[src/rtl/pixel_write_buffer_pkg.sv]
// Shared VGA framebuffer constants, FIFO entry layout and the write-buffer state encoding.
package pixel_write_buffer_pkg;

    localparam int VGA_H_RES  = 160;
    localparam int VGA_V_RES  = 120;
    localparam int VGA_PIXELS = VGA_H_RES * VGA_V_RES;
    localparam int COLOUR_W   = 12;
    localparam int ADDR_W     = 15;
    localparam int ENTRY_W    = ADDR_W + COLOUR_W;

    typedef enum logic [1:0] {
        ST_IDLE  = 2'd0,
        ST_DRAIN = 2'd1,
        ST_CLEAR = 2'd2
    } state_t;

endpackage

[src/rtl/pixel_write_buffer_fifo.sv]
// Synchronous pixel queue holding {address, colour} entries; head is read combinationally.
module pixel_fifo
    import pixel_write_buffer_pkg::*;
#(
    parameter int WIDTH = ENTRY_W,
    parameter int DEPTH = 4
) (
    input  logic             clk,
    input  logic             rstn,
    input  logic             push,
    input  logic             pop,
    input  logic [WIDTH-1:0] wdata,
    output logic [WIDTH-1:0] rdata,
    output logic             full,
    output logic             empty
);

    localparam int PTR_W = $clog2(DEPTH);

    logic [WIDTH-1:0] mem [DEPTH];
    logic [PTR_W:0]   wr_ptr;
    logic [PTR_W:0]   rd_ptr;

    // Pointers carry one extra wrap bit so full and empty are distinguishable.
    assign empty = (wr_ptr == rd_ptr);
    assign full  = (wr_ptr[PTR_W] != rd_ptr[PTR_W]) &&
                   (wr_ptr[PTR_W-1:0] == rd_ptr[PTR_W-1:0]);
    assign rdata = mem[rd_ptr[PTR_W-1:0]];

    always_ff @(posedge clk) begin
        if (!rstn) begin
            wr_ptr <= '0;
            rd_ptr <= '0;
        end else begin
            if (push && !full)
                wr_ptr <= wr_ptr + 1'b1;
            if (pop && !empty)
                rd_ptr <= rd_ptr + 1'b1;
        end
    end

    always_ff @(posedge clk) begin
        if (push && !full)
            mem[wr_ptr[PTR_W-1:0]] <= wdata;
    end

endmodule

[src/rtl/pixel_write_buffer.sv]
// Queues plotted pixels as framebuffer writes and performs whole-screen clears after draining.
module pixel_write_buffer
    import pixel_write_buffer_pkg::*;
#(
    parameter int H_RES      = VGA_H_RES,
    parameter int V_RES      = VGA_V_RES,
    parameter int FIFO_DEPTH = 4
) (
    input  logic                iClock,
    input  logic                iResetn,
    input  logic [7:0]          iX,
    input  logic [7:0]          iY,
    input  logic [COLOUR_W-1:0] iColour,
    input  logic                iPlot,
    output logic                oReady,
    input  logic                iClear,
    input  logic [COLOUR_W-1:0] iClearColour,
    output logic [ADDR_W-1:0]   oMemAddr,
    output logic [COLOUR_W-1:0] oMemData,
    output logic                oMemWe,
    input  logic                iMemReady,
    output logic                oBusy,
    output logic                oDone,
    output logic [7:0]          oDropCount
);

    localparam int PIXELS = H_RES * V_RES;

    state_t                state;
    logic [ADDR_W-1:0]     clr_cnt;
    logic [COLOUR_W-1:0]   clear_colour;
    logic                  done;
    logic [7:0]            drop_cnt;

    logic                  fifo_full;
    logic                  fifo_empty;
    logic                  fifo_push;
    logic                  fifo_pop;
    logic [ENTRY_W-1:0]    fifo_rdata;
    logic                  accept;
    logic                  in_range;

    // y*H_RES built from constant shifts of y, one term per set bit of H_RES.
    function automatic logic [ADDR_W-1:0] pix_addr(input logic [7:0] x, input logic [7:0] y);
        logic [ADDR_W-1:0] acc;
        acc = ADDR_W'(x);
        for (int i = 0; i < ADDR_W; i++) begin
            if (H_RES[i])
                acc = acc + (ADDR_W'(y) << i);
        end
        return acc;
    endfunction

    function automatic logic [7:0] sat_inc(input logic [7:0] v);
        return (v == 8'hFF) ? v : v + 8'd1;
    endfunction

    assign oReady    = !fifo_full && (state == ST_IDLE);
    assign accept    = iPlot && oReady;
    assign in_range  = ({8'd0, iX} < 16'(H_RES)) && ({8'd0, iY} < 16'(V_RES));
    assign fifo_push = accept && in_range;
    assign fifo_pop  = (state != ST_CLEAR) && !fifo_empty && iMemReady;

    pixel_fifo #(
        .WIDTH (ENTRY_W),
        .DEPTH (FIFO_DEPTH)
    ) u_fifo (
        .clk   (iClock),
        .rstn  (iResetn),
        .push  (fifo_push),
        .pop   (fifo_pop),
        .wdata ({pix_addr(iX, iY), iColour}),
        .rdata (fifo_rdata),
        .full  (fifo_full),
        .empty (fifo_empty)
    );

    always_comb begin
        oMemWe   = !fifo_empty;
        oMemAddr = fifo_rdata[ENTRY_W-1:COLOUR_W];
        oMemData = fifo_rdata[COLOUR_W-1:0];
        if (state == ST_CLEAR) begin
            oMemWe   = 1'b1;
            oMemAddr = clr_cnt;
            oMemData = clear_colour;
        end
    end

    assign oBusy      = (state != ST_IDLE);
    assign oDone      = done;
    assign oDropCount = drop_cnt;

    always_ff @(posedge iClock) begin
        if (!iResetn) begin
            state    <= ST_IDLE;
            clr_cnt  <= '0;
            done     <= 1'b0;
            drop_cnt <= '0;
        end else begin
            done <= 1'b0;
            if (accept && !in_range)
                drop_cnt <= sat_inc(drop_cnt);
            case (state)
                ST_IDLE: begin
                    if (iClear)
                        state <= ST_DRAIN;
                end
                ST_DRAIN: begin
                    if (fifo_empty)
                        state <= ST_CLEAR;
                end
                ST_CLEAR: begin
                    if (iMemReady) begin
                        if (clr_cnt == ADDR_W'(PIXELS - 1)) begin
                            clr_cnt <= '0;
                            state   <= ST_IDLE;
                            done    <= 1'b1;
                        end else begin
                            clr_cnt <= clr_cnt + 1'b1;
                        end
                    end
                end
                default: state <= ST_IDLE;
            endcase
        end
    end

    always_ff @(posedge iClock) begin
        if (state == ST_IDLE && iClear)
            clear_colour <= iClearColour;
    end

endmodule
[config.mk]
export PLATFORM = sky130hd
export DESIGN_NAME = pixel_write_buffer
export DESIGN_NICKNAME = d
export VERILOG_FILES = /design/src/rtl/pixel_write_buffer_pkg.sv /design/src/rtl/pixel_write_buffer_fifo.sv /design/src/rtl/pixel_write_buffer.sv
export SDC_FILE = /design/constraint.sdc
export NUM_CORES = 1
export LEC_CHECK = 0
export ABC_AREA = 1
export ABC_CLOCK_PERIOD_IN_PS = 5400
export BUFFER_PORTS_ARGS = -buffer_cell sky130_fd_sc_hd__buf_4
export CORE_AREA = 8 8 128 130
export CTS_CLUSTER_DIAMETER = 80
export DETAILED_ROUTE_END_ITERATION = 6
export DIE_AREA = 0 0 136 138
export GPL_TIMING_DRIVEN = 0
export PLACE_DENSITY_LB_ADDON = 0.15
export SETUP_SLACK_MARGIN = 0.02
export SLEW_MARGIN = 20
export SYNTH_ARGS = -nofsm -noshare
export SYNTH_HDL_FRONTEND = slang
export SYNTH_SLANG_ARGS = --single-unit
[constraint.sdc]
create_clock -name iClock -period 5.4 [get_ports iClock]
set_input_delay 1.08 -clock iClock [delete_from_list [all_inputs] [get_ports iClock]]
set_output_delay 1.08 -clock iClock [all_outputs]
set_load 0.005 [all_outputs]
After elaboration in Yosys (flattened, before gate mapping)
Memories as Yosys holds them, arrays and structs flattened. A register that Yosys moved wholly into a read port is not among the register bits.
Index checks and enable logic that the tools add are counted.

cells by class
  bitwise operators = 1
  add/sub/neg operators = 6
  reduce and logical (&&, ||, !) cells = 20
  muxes and demuxes = 14
  order comparisons = 2
  eq/ne operators = 12

operators by type and width
  operator                                                                       number
  15-bit two-way mux                                                             2
  14-bit by 15-bit adder with 15-bit output                                      1
  15-bit by 1-bit adder with 15-bit output (second input constant)               1
  15-bit == test (second input constant)                                         1
  8-bit by 13-bit adder with 14-bit output                                       1
  12-bit two-way mux                                                             1
  2-bit two-way mux                                                              6
  1-bit logical AND                                                              11
  8-bit by 1-bit adder with 8-bit output (second input constant)                 1
  8-bit == test (second input constant)                                          1
  8-bit by 7-bit less-than comparator with 1-bit output (second input constant)  1
  8-bit less-than comparator (second input constant)                             1
  3-bit by 1-bit adder with 3-bit output (second input constant)                 2
  2-bit != test (second input constant)                                          3
  2-bit one-hot mux with 3 select lines                                          1
  1-bit two-way mux                                                              4
  2-bit by 1-bit != test with 1-bit output (second input constant)               2
  2-bit AND reduction                                                            2
  4-bit AND reduction                                                            1
  3-bit == test                                                                  1
  1-bit zero test                                                                3
  3-bit AND reduction                                                            1
  2-bit by 1-bit == test with 1-bit output (second input constant)               1
  2-bit == test                                                                  1
  5 further kinds                                                                5

storage, ports and cells
  flip-flop bits (word level) = 44
  RAM bits = 108
  memories kept = 1

memories
  memory      words  width  read ports  clocked after memory_dff  write ports  RTL line                       RTL
  u_fifo.mem  4      27     1           1                         1            pixel_write_buffer_fifo.sv:20  logic [WIDTH-1:0] mem [DEPTH];

Longest topological paths before layout
Gate-level depths: netlist of run 1.

  word-level depth = 9
  mapped depth = 11

Cells and area by module
From an unflattened synthesis of run 1, not the netlist that was laid out.

second synthesis, totals
  cell total of the unflattened synthesis = 697
  area, all modules = 7,008.0 µm²

modules (own cells, without submodules)
  module              seq. area each (µm²)  cells each  times used  area an instance (µm²)
  pixel_fifo          3,403.3               336         1           4,493.1
  pixel_write_buffer  880.8                 361         1           2,514.9

Worst setup path before layout of run 1
No wires, ideal clock.

  kind = input -> register
  from = input port iX[6]
  to = memory u_fifo.mem[0][0] (netlist name), enable pin
  setup slack = 2.132 ns
  stages on the path = 5
  data required time = 4.989 ns
  data arrival time = 2.857 ns
  cells stage by stage = o21ai_1 > nand2_1 > nor2_1 > nand3_1 > nor2_1

on the way
  word-level cells in the longest chain between the ends = 6

RTL lines
  what                                     RTL line                       RTL
  from (decl)                              pixel_write_buffer.sv:11       input logic [7:0] iX,
  8-bit less-than comparator               pixel_write_buffer.sv:60       assign in_range = ({8'd0, iX} < 16'(H_RES)) && ({8'd0, iY} < 16'(V_RES));
  1-bit logical AND                        pixel_write_buffer.sv:60
  1-bit logical AND                        pixel_write_buffer.sv:61       assign fifo_push = accept && in_range;
  1-bit logical AND                        pixel_write_buffer_fifo.sv:43  if (push && !full)
  1-bit two-way mux                        pixel_write_buffer_fifo.sv:43
  1-bit two-way mux (implied by the code)  pixel_write_buffer_fifo.sv:44  mem[wr_ptr[PTR_W-1:0]] <= wdata;
  to (decl)                                pixel_write_buffer_fifo.sv:20

No other way between the ends.

==> flow_summary.yaml, run 1 <==
clock_network:
  clk_path_buf_depth: 2
  cts_hold_buf: 0
  cts_tree: "built"
  clk-insertion-delay-late_ns: 0.42
  htree_levels: 4
  cts-resized-gates: 0
  clockRootBuffer: "clkbuf_16"
  post_cts_buffers: 0
  clkTransAtPathRegs_ns: 0.06
  cts_sinks: 154
  cts_made_buffers: 17
timing:
  holdWs_ns: 0.481
  fmax_ghz: 0.289
  finalSetupViolCount: 0
  hold_viol: 0
  min_period_ns: 3.47
  finalMaxSlewViolations: 0
  slew_headroom: 0.577
  fin_tns_setup_ns: 0
  period_share: 0.642
  final.setup_skew_ns: 0.00832
  tightestPinTransition_ns: 0.634
  rsz0062_at_grt: "false"
cells_and_area:
  area.sequential_mm2: 0.00428
  final_common_cell: "nor2_1"
  fin_cells: 987
  nFillCells: 1228
  layout-drive-gt1-share: 0.212
  fin_nets: 859
  syn2layout_area_growth_pct: 21.4
  final_util: 0.593
  num_antenna_cells: 0
  mostFrequentLayoutCells: "nor2_1, edfxtp_1, buf_4, nand2_1, o21ai_0"
  multiInputGateArea_mm2: 0.00237
routing:
  vias_per_cell: 5.32
  drtPass1Iterations: 5
  num_vias: 5250
  drtIter0Drc: 404
  routedWlPerCell_um: 17.6
  drc: 0
  ant_nets: 0
  finalWirelength_um: 17300
synth:
  synth-seq-cells: 154
  synth_edf_count: 120
  avgSynthCellArea_um2: 10.2
  synth-async-reset-ratio: 0
  netlist_area_mm2: 0.00699
  synth.net_count: 753
  syn_inst: 684
  synth.distinct_cells: 34
  synthFlopType: "edfxtp_1"
  seq_area_frac_synth: 0.613
  ys.warnings.count: 0
floorplanning:
  start_util: 0.488
  ios: 84
  die_area_mm2: 0.0188
  design.core.area_mm2: 0.0143
  core.rowCount: 44
  die_w_um: 136
  die_h_um: 138
hold_path:
  hp-class: "reg -> reg"
  holdPathEnd: "clr_cnt[10]"
  holdPathStages: 2
  hp-start: "clr_cnt[10]"
global_route:
  grt_max_degree: 23
  grt_antenna_before_repair: 0
  grt_first_pass_wirelength_um: 27400
  grt_pass1_vias: 5217
  grt_overflow: 0
  track_usage: 0.187
critical_path:
  cp.required_ns: 4.32
  end_kind: "output pin"
  cp_max_fo: 10
  cp.arrival_ns: 2.39
  worst-setup-path-type: "reg -> out"
  critPathLaunchType: "register"
  r2r-end: "u_fifo.mem[1][3]"
  r2r_setup_slack_ns: 3.21
  timing.rr.start: "u_fifo.wr_ptr[0]"
  rr_worst_depth: 9
placed_design:
  io_buffers: 83
  dp.cells: 955
  dp_hpwl_um: 12300
  gp_congestion: 0.864
pwr:
  total_power_mw: 3.10
  power-per-cell-area_mw_per_mm2: 366
  p_leak_nw: 3.29
  vdd_drop_max_uv: 229
run:
  maxCapViolCount: 0
status:
  outcome: "finished clean"
## where the power goes
group | internal, mW | leakage, nW | total, mW | switching, mW
clock | 0.585 | 0.255 | 1.05 | 0.470
sequential | 1.34 | 1.37 | 1.36 | 0.0214
combinational | 0.272 | 1.67 | 0.684 | 0.413
total | 2.20 | 3.29 | 3.10 | 0.905
## state kept, by name, indices dropped and copies added, names as in the netlist, named ones only
name,flops
state,2
u_fifo.rd_ptr,3
oDone,1
u_fifo.wr_ptr,3
clear_colour,12
oDropCount,8
u_fifo.mem,108
clr_cnt,15
## worst max-delay path, stage by stage (launching register included)
cell and delay (ns):
dfxtp_1 0.31, buf_2 0.21, clkbuf_1 0.47, o21ai_0 0.22
o22ai_1 0.33, nand2_1 0.13, o21ai_1 0.15, buf_4 0.15
## area by class of cell
class                   instances  share of cell area
plain buffers                  26              0.0155
multi-input cells             443               0.280
clock inverters                15              0.0124
flip-flops and latches        154               0.505
clock buffers                  17              0.0502
well taps                     184              0.0271
inverters                      61              0.0270
repair buffers                 87              0.0829
## cell usage after synthesis, drive strengths merged, types with 13 or more instances
cell      n  area share
ha       22       0.039
nand2    84       0.048
a21oi    23       0.018
edfxtp  120        0.52
a31oi    13       0.012
buf      18       0.015
inv      60       0.032
nand3    30       0.024
nor2    147       0.086
o21ai    76       0.054
dfxtp    34       0.097
o22ai    14       0.013
## how the worst max path moves through the flow
stage | startpoint | to | slack, ns
after floorplan | iX[6] | u_fifo.mem[0][0] | 2.13
after global placement | iX[6] | u_fifo.mem[0][3] | 0.71
after detailed placement | iX[7] | u_fifo.mem[3][26] | 1.98
after CTS | register | oMemAddr[12] | 1.98
after global routing | register | oMemAddr[10] | 1.84
final | register | oMemAddr[11] | 1.93
## stage by stage
stage | area (µm²) | setup WS (ns)
after CTS | 8480 | 1.98
final | 8480 | 1.93
after global placement | 7840 | 0.706
after global routing | 8480 | 1.84
after floorplan | 6990 | 2.13
after detailed placement | 7950 | 1.98
## per-layer routing
metal | wire, µm | vias up | track usage
li1 | - | 2556 | -
met1 | 7290 | 2509 | 0.225
met2 | 8580 | 162 | 0.310
met3 | 1100 | 23 | 0.0500
met4 | 369 | 0 | 0.0735
met5 | 0 | - | 0
## cell families (layout without fill, tap and decap cells)
logic type | Yosys count | count (layout) | synth area share
buffers and inverters | 87 | 206 | 0.0516
and+or+nand+nor | 278 | 278 | 0.175
AOI/OAI and AO/OA | 127 | 127 | 0.0978
xor gates and xnor gates | 14 | 14 | 0.0175
DFF | 154 | 154 | 0.613
adders and majority gates | 24 | 24 | 0.0451
Power figures use the tool's default switching activity.
==> run 2, diff against run 1 <==
--- a/config.mk
+++ b/config.mk
@@ -5,13 +5,13 @@
 export SDC_FILE = /design/constraint.sdc
 export NUM_CORES = 1
 export LEC_CHECK = 0
-export ABC_AREA = 1
-export ABC_CLOCK_PERIOD_IN_PS = 5400
+export ABC_AREA = 0
+export ABC_CLOCK_PERIOD_IN_PS = 2950
 export BUFFER_PORTS_ARGS = -buffer_cell sky130_fd_sc_hd__buf_4
-export CORE_AREA = 8 8 128 130
+export CORE_AREA = 8 8 126 128
 export CTS_CLUSTER_DIAMETER = 80
 export DETAILED_ROUTE_END_ITERATION = 6
-export DIE_AREA = 0 0 136 138
+export DIE_AREA = 0 0 134 136
 export GPL_TIMING_DRIVEN = 0
 export PLACE_DENSITY_LB_ADDON = 0.15
 export SETUP_SLACK_MARGIN = 0.02
==> constraint.sdc (replaced) <==
create_clock -name iClock -period 2.95 [get_ports iClock]
set_input_delay 0.59 -clock iClock [delete_from_list [all_inputs] [get_ports iClock]]
set_output_delay 0.59 -clock iClock [all_outputs]
set_load 0.005 [all_outputs]
==> run 2 against run 1 <==
Net effect: design area is 2.4% lower; clock skew increased by 0.0034 ns; synthesized cell count decreased by 37%; critical path depth decreased by 2; final cell count shrank 26%; count of clock-buffer cells in the layout rose by 1; sequential share of layout area up 1.3 points; area after synthesis fell by 3.3%; setup slack got worse by 1.8 ns; worst hold slack lost 0.14 ns; core utilization decreased by 0.32 points; critical endpoint is now oMemAddr[5]; largest cell class unchanged.
==> flow_summary.yaml, run 2 <==
status:
  outcome: "finished clean"
critical_path:
  crit_buf_inv: 3
  crit_path_end: "oMemAddr[5]"
  cp.required_ns: 2.36
  cp_max_fo: 10
  cp_slowest_cell: "mux4_2"
  timing.rr.start: "u_fifo.wr_ptr[0]"
  critPathLaunchType: "register"
  rr_worst_depth: 4
  crit_cells: 5
  worst-setup-path-type: "reg -> out"
  cp.arrival_ns: 2.19
  crit_top_cell: "buf_4"
  r2r-end: "u_fifo.mem[1][6]"
  crit_family: "multiplexers"
  critPathMaxStageDelay_ns: 0.56
  r2r_setup_slack_ns: 0.96
  cp_cell_sequence: "buf_4, buf_4, mux4_2, mux2_2, buf_4"
  end_kind: "output pin"
cells_and_area:
  final_common_cell: "edfxtp_1"
  fin_cells: 733
  final_util: 0.589
  postLayoutCellArea_mm2: 0.00827
  num_antenna_cells: 0
  mostFrequentLayoutCells: "edfxtp_1, buf_4, dfxtp_1, nor2_1, mux4_2"
  syn2layout_area_growth_pct: 22.5
  layout-drive-gt1-share: 0.359
  fin_nets: 605
  largest_reg_flops: 108
synth:
  syn_inst: 430
  synth-seq-cells: 154
  synth.distinct_cells: 59
  yosysTopAreaCell: "edfxtp_1"
  synth_common_cells: "edfxtp_1, dfxtp_1, nor2_1"
  synthTopCellsByArea: "edfxtp_1, dfxtp_1, mux4_2"
  avgSynthCellArea_um2: 15.7
  seq_area_frac_synth: 0.634
  yosysTopAreaCellShare: 0.533
  synthFlopType: "edfxtp_1"
  synth_edf_count: 120
  netlist_area_mm2: 0.00676
  yosysMostFrequentCell: "edfxtp_1"
  ys.warnings.count: 0
  synth-async-reset-ratio: 0
  synth.net_count: 499
routing:
  drc: 0
  routedWlPerCell_um: 18.8
  drtPass1Iterations: 4
  num_vias: 3947
  drtIter0Drc: 251
  vias_per_cell: 5.38
  ant_nets: 0
  finalWirelength_um: 13800
floorplanning:
  start_util: 0.481
  ios: 84
  die_h_um: 136
  design.core.area_mm2: 0.0140
  core.rowCount: 44
  die_w_um: 134
  die_area_mm2: 0.0182
pwr:
  pwr-share-seq: 0.468
  p_clk_frac: 0.387
  total_power_mw: 5.30
  p_leak_nw: 3.00
  p_comb_frac: 0.145
  switching_share: 0.231
  cellInternalPower_mw: 4.08
  power-per-cell-area_mw_per_mm2: 641
  vdd_drop_max_uv: 395
  p_switching_mw: 1.23
timing:
  fin_tns_setup_ns: 0
  min_period_ns: 2.78
  tightestPinTransition_ns: 0.767
  finalSetupViolCount: 0
  layout_setup_ws_ns: 0.168
  rsz0062_at_grt: "false"
  holdWs_ns: 0.342
  finalMaxSlewViolations: 0
  hold_viol: 0
  final.setup_skew_ns: 0.0117
  period_share: 0.943
  fmax_ghz: 0.360
  slew_headroom: 0.488
clock_network:
  clockRootBuffer: "clkbuf_16"
  cts_sinks: 154
  cts_hold_buf: 0
  htree_levels: 4
  clk_path_buf_depth: 2
  clkTransAtPathRegs_ns: 0.06
  cts_made_buffers: 17
  cts_tree: "built"
  clk-insertion-delay-late_ns: 0.42
global_route:
  grt_first_pass_wirelength_um: 21900
  track_usage: 0.159
  grt_overflow: 0
  grt_pass1_vias: 4106
  grt_max_degree: 23
  grt_antenna_before_repair: 0
placed_design:
  dp.cells: 701
  place_ws_ns: 0.0398
  io_buffers: 83
  gp_congestion: 0.776
  dpl-instance-area_mm2: 0.00770
  dp_hpwl_um: 9730
hold_path:
  hp-class: "in -> reg"
run:
  maxCapViolCount: 0
## run 2: cell types whose count changed after synthesis, sizes merged, moves of 10 or more
cell	change
nand2	-66
a21oi	-16
nand3	-17
buf	-10
inv	-44
xnor2	+15
o21ai	-68
o22ai	-14
nor2	-117
a31oi	-12
mux2	+26
mux4	+27
## run 2: repair_timing
action	4_1_cts	5_1_grt
buffers inserted	0	0
pin swaps	0	0
cloned	0	0
setup endpoints to repair	20	10
gates resized for setup	5	1
## run 2: layout make-up
class                           instances  area (µm²)
Tap cell                              184         230
Timing Repair Buffer                   87         711
Inverter                               16        60.1
Clock inverter                         14         130
Clock buffer                           18         429
Sequential cell                       154        4280
Fill cell                            1099        5760
Buffer                                 13        73.8
Multi-Input combinational cell        247        2360
## run 2: kinds of logic (layout without fill, tap and decap cells)
family | count (synthesis) | after routing | share of synthesized area
DFF | 154 | 154 | 0.634
and+or+nand+nor | 105 | 105 | 0.0883
muxes | 56 | 56 | 0.138
xor gates and xnor gates | 32 | 32 | 0.0437
AOI/OAI and AO/OA | 30 | 30 | 0.0311
buffers and inverters | 29 | 148 | 0.0183
adders and majority gates | 24 | 24 | 0.0467
## run 2: worst min path at each step
stage / startpoint / end / cells after the start
final: iClearColour[1] / clear_colour[1] / 1
after global routing: iClearColour[5] / clear_colour[5] / 1
after CTS: iClearColour[4] / clear_colour[4] / 1
after detailed placement: oDropCount[1] / oDropCount[1] / 2
after global placement: oDropCount[1] / oDropCount[1] / 2
after floorplan: clr_cnt[1] / clr_cnt[1] / 2
## run 2: routing by layer
metal	global-route usage	wire (µm)
met5	0	0
met4	0.0649	111
met3	0.0381	597
met2	0.262	6880
met1	0.199	6200
## run 2: power groups by stage
stage / combinational [mW] / clock [mW] / sequential [mW]
4_1_cts: 0.788 / 2.10 / 2.48
3_5_place_dp: 0.777 / 0 / 2.52
3_3_place_gp: 0.754 / 0 / 2.52
5_1_grt: 0.843 / 2.18 / 2.48
2_1_floorplan: 0.449 / 0 / 2.52
6_report: 0.770 / 2.05 / 2.48
==> run 3, diff against run 2 <==
--- a/config.mk
+++ b/config.mk
@@ -6,10 +6,11 @@
 export NUM_CORES = 1
 export LEC_CHECK = 0
 export ABC_AREA = 0
-export ABC_CLOCK_PERIOD_IN_PS = 2950
+export ABC_CLOCK_PERIOD_IN_PS = 2300
 export BUFFER_PORTS_ARGS = -buffer_cell sky130_fd_sc_hd__buf_4
 export CORE_AREA = 8 8 126 128
 export CTS_CLUSTER_DIAMETER = 80
+export CTS_CLUSTER_SIZE = 10
 export DETAILED_ROUTE_END_ITERATION = 6
 export DIE_AREA = 0 0 134 136
 export GPL_TIMING_DRIVEN = 0
==> constraint.sdc (replaced) <==
create_clock -name iClock -period 2.3 [get_ports iClock]
set_input_delay 0.46 -clock iClock [delete_from_list [all_inputs] [get_ports iClock]]
set_output_delay 0.46 -clock iClock [all_outputs]
set_load 0.005 [all_outputs]
==> run 3 against run 2 <==
Net effect: the run now ends with setup timing left; total power up 38%; largest power group unchanged; count of clock-buffer cells in the layout stayed put; sequential share of layout area down 2.6 points; critical endpoint unchanged; largest cell class unchanged; setup slack got worse by 0.28 ns; clock skew shrank 0.0014 ns; routed wire length rose by 4.4%.
==> flow_summary.yaml, run 3 (synthesis results as in run 2) <==
critical_path:
  worst-setup-path-type: "reg -> out"
  critPathLaunchType: "register"
  critPathMaxStageDelay_ns: 0.51
  r2r-end: "u_fifo.mem[3][10]"
  timing.rr.start: "u_fifo.wr_ptr[2]"
  crit_top_cell: "buf_12"
  crit_buf_inv: 3
  rr_worst_depth: 4
  cp.arrival_ns: 1.96
  cp_max_fo: 7
  cp.required_ns: 1.84
  cp_slowest_cell: "mux4_2"
  crit_family: "multiplexers"
  crit_cells: 5
  cp_cell_sequence: "buf_12, buf_12, mux4_2, mux2_4, buf_6"
  r2r_setup_slack_ns: 0.24
  end_kind: "output pin"
status:
  outcome: "finished with violations"
  violations: "setup timing"
cells_and_area:
  num_antenna_cells: 0
  largest_reg_flops: 108
  mostFrequentLayoutCells: "edfxtp_1, buf_4, dfxtp_1, nor2_1, mux4_2"
  syn2layout_area_growth_pct: 28.9
  area.sequential_mm2: 0.00429
  fin_nets: 610
  nFillCells: 1070
  layout-drive-gt1-share: 0.387
  fin_cells: 737
  multiInputGateArea_mm2: 0.00247
  final_common_cell: "edfxtp_1"
  final_util: 0.620
timing:
  layout_setup_ws_ns: -0.115
  rsz0062_at_grt: "true"
  tightestPinTransition_ns: 0.807
  slew_headroom: 0.461
  fmax_ghz: 0.414
  period_share: 1.05
  finalSetupViolCount: 27
  hold_viol: 0
  fin_tns_setup_ns: -2.31
  final.setup_skew_ns: 0.0104
  min_period_ns: 2.42
  finalMaxSlewViolations: 0
routing:
  vias_per_cell: 5.41
  drtPass1Iterations: 4
  routedWlPerCell_um: 19.5
  ant_nets: 0
  finalWirelength_um: 14400
  drc: 0
  drtIter0Drc: 229
  num_vias: 3988
clock_network:
  cts_made_buffers: 17
  cts_tree: "built"
  clk-insertion-delay-late_ns: 0.42
  htree_levels: 4
  cts_hold_buf: 0
  clkTransAtPathRegs_ns: 0.06
  cts_sinks: 154
  clk_path_buf_depth: 2
  clockRootBuffer: "clkbuf_16"
placed_design:
  io_buffers: 83
  dp.cells: 701
  gp_congestion: 0.814
  place_ws_ns: -0.436
  dp_hpwl_um: 9940
pwr:
  p_leak_nw: 3.25
  vdd_drop_max_uv: 494
  power-per-cell-area_mw_per_mm2: 842
  total_power_mw: 7.33
global_route:
  grt_overflow: 0
  grt_max_degree: 17
  grt_pass1_vias: 4297
  track_usage: 0.165
  grt_antenna_before_repair: 0
  grt_first_pass_wirelength_um: 22900
floorplanning:
  design.core.area_mm2: 0.0140
  start_util: 0.481
  die_h_um: 136
  ios: 84
  die_w_um: 134
  die_area_mm2: 0.0182
  core.rowCount: 44
hold_path:
  hp-class: "in -> reg"
  hp-start: "iClearColour[8]"
  holdPathEnd: "clear_colour[8]"
  holdPathStages: 1
run:
  maxCapViolCount: 0
[run 3: cell types whose count changed in the layout (fill, tap and decap cells not counted), sizes merged]
| cell | change |
|---|---|
| inv | +3 |
| bufinv | +2 |
| buf | +4 |
| clkbuf | +1 |
| clkinv | -4 |
| clkinvlp | -2 |
[run 3: what timing repair did]
action / in CTS / in global routing
setup endpoints to repair: 36 / 31
buffers inserted: 2 / 1
endpoints found under the hold margin: 0 / 0
pin swaps: 0 / 6
gates cloned: 1 / 1
gates resized for setup: 68 / 9
[run 3: how the worst max path moves through the flow]
stage,slack [ns],startpoint,end
after floorplan,0.02,iY[2],u_fifo.mem[0][25]
after global placement,-0.74,iY[3],u_fifo.mem[3][5]
after detailed placement,-0.44,iY[2],u_fifo.mem[3][26]
after CTS,-0.19,register,oMemData[3]
after global routing,-0.19,register,oMemData[6]
final,-0.12,register,oMemAddr[5]
[run 3: worst register-to-register path: stages (launching register included)]
cell     delay (ns)
dfxtp_1        0.35
xnor2_1        0.38
o31a_2         0.28
and3_2         0.53
buf_16         0.22
[run 3: per-layer routing]
layer / part of all wire / GRT usage / vias up
met3: 0.050 / 0.0436 / 6
met4: 0.0071 / 0.0624 / 0
met1: 0.43 / 0.201 / 2010
li1: - / - / 1878
met2: 0.52 / 0.278 / 94
met5: 0 / 0 / -
[run 3: metrics by stage]
stage	hold WS, ns	area, µm²
after floorplan	0.460	6770
after global placement	0.475	7620
after detailed placement	0.494	7740
after CTS	0.194	8640
after global routing	0.192	8710
final	0.209	8710
[run 3: final cells by class]
type                       instances  share of cell area
multi-input combinational        247               0.284
inverter                          16             0.00690
clock buffer                      18              0.0493
sequential                       154               0.492
timing repair buffer              92               0.103
tap                              184              0.0264
buffer                            13              0.0159
clock inverter                    13              0.0221
[run 3: power by group]
| group | switching, mW | internal (mW) | leakage, nW |
|---|---|---|---|
| Clock | 1.11 | 1.82 | 0.299 |
| Combinational | 0.530 | 0.683 | 1.59 |
| Sequential | 0.0467 | 3.13 | 1.36 |
| Total | 1.69 | 5.64 | 3.25 |
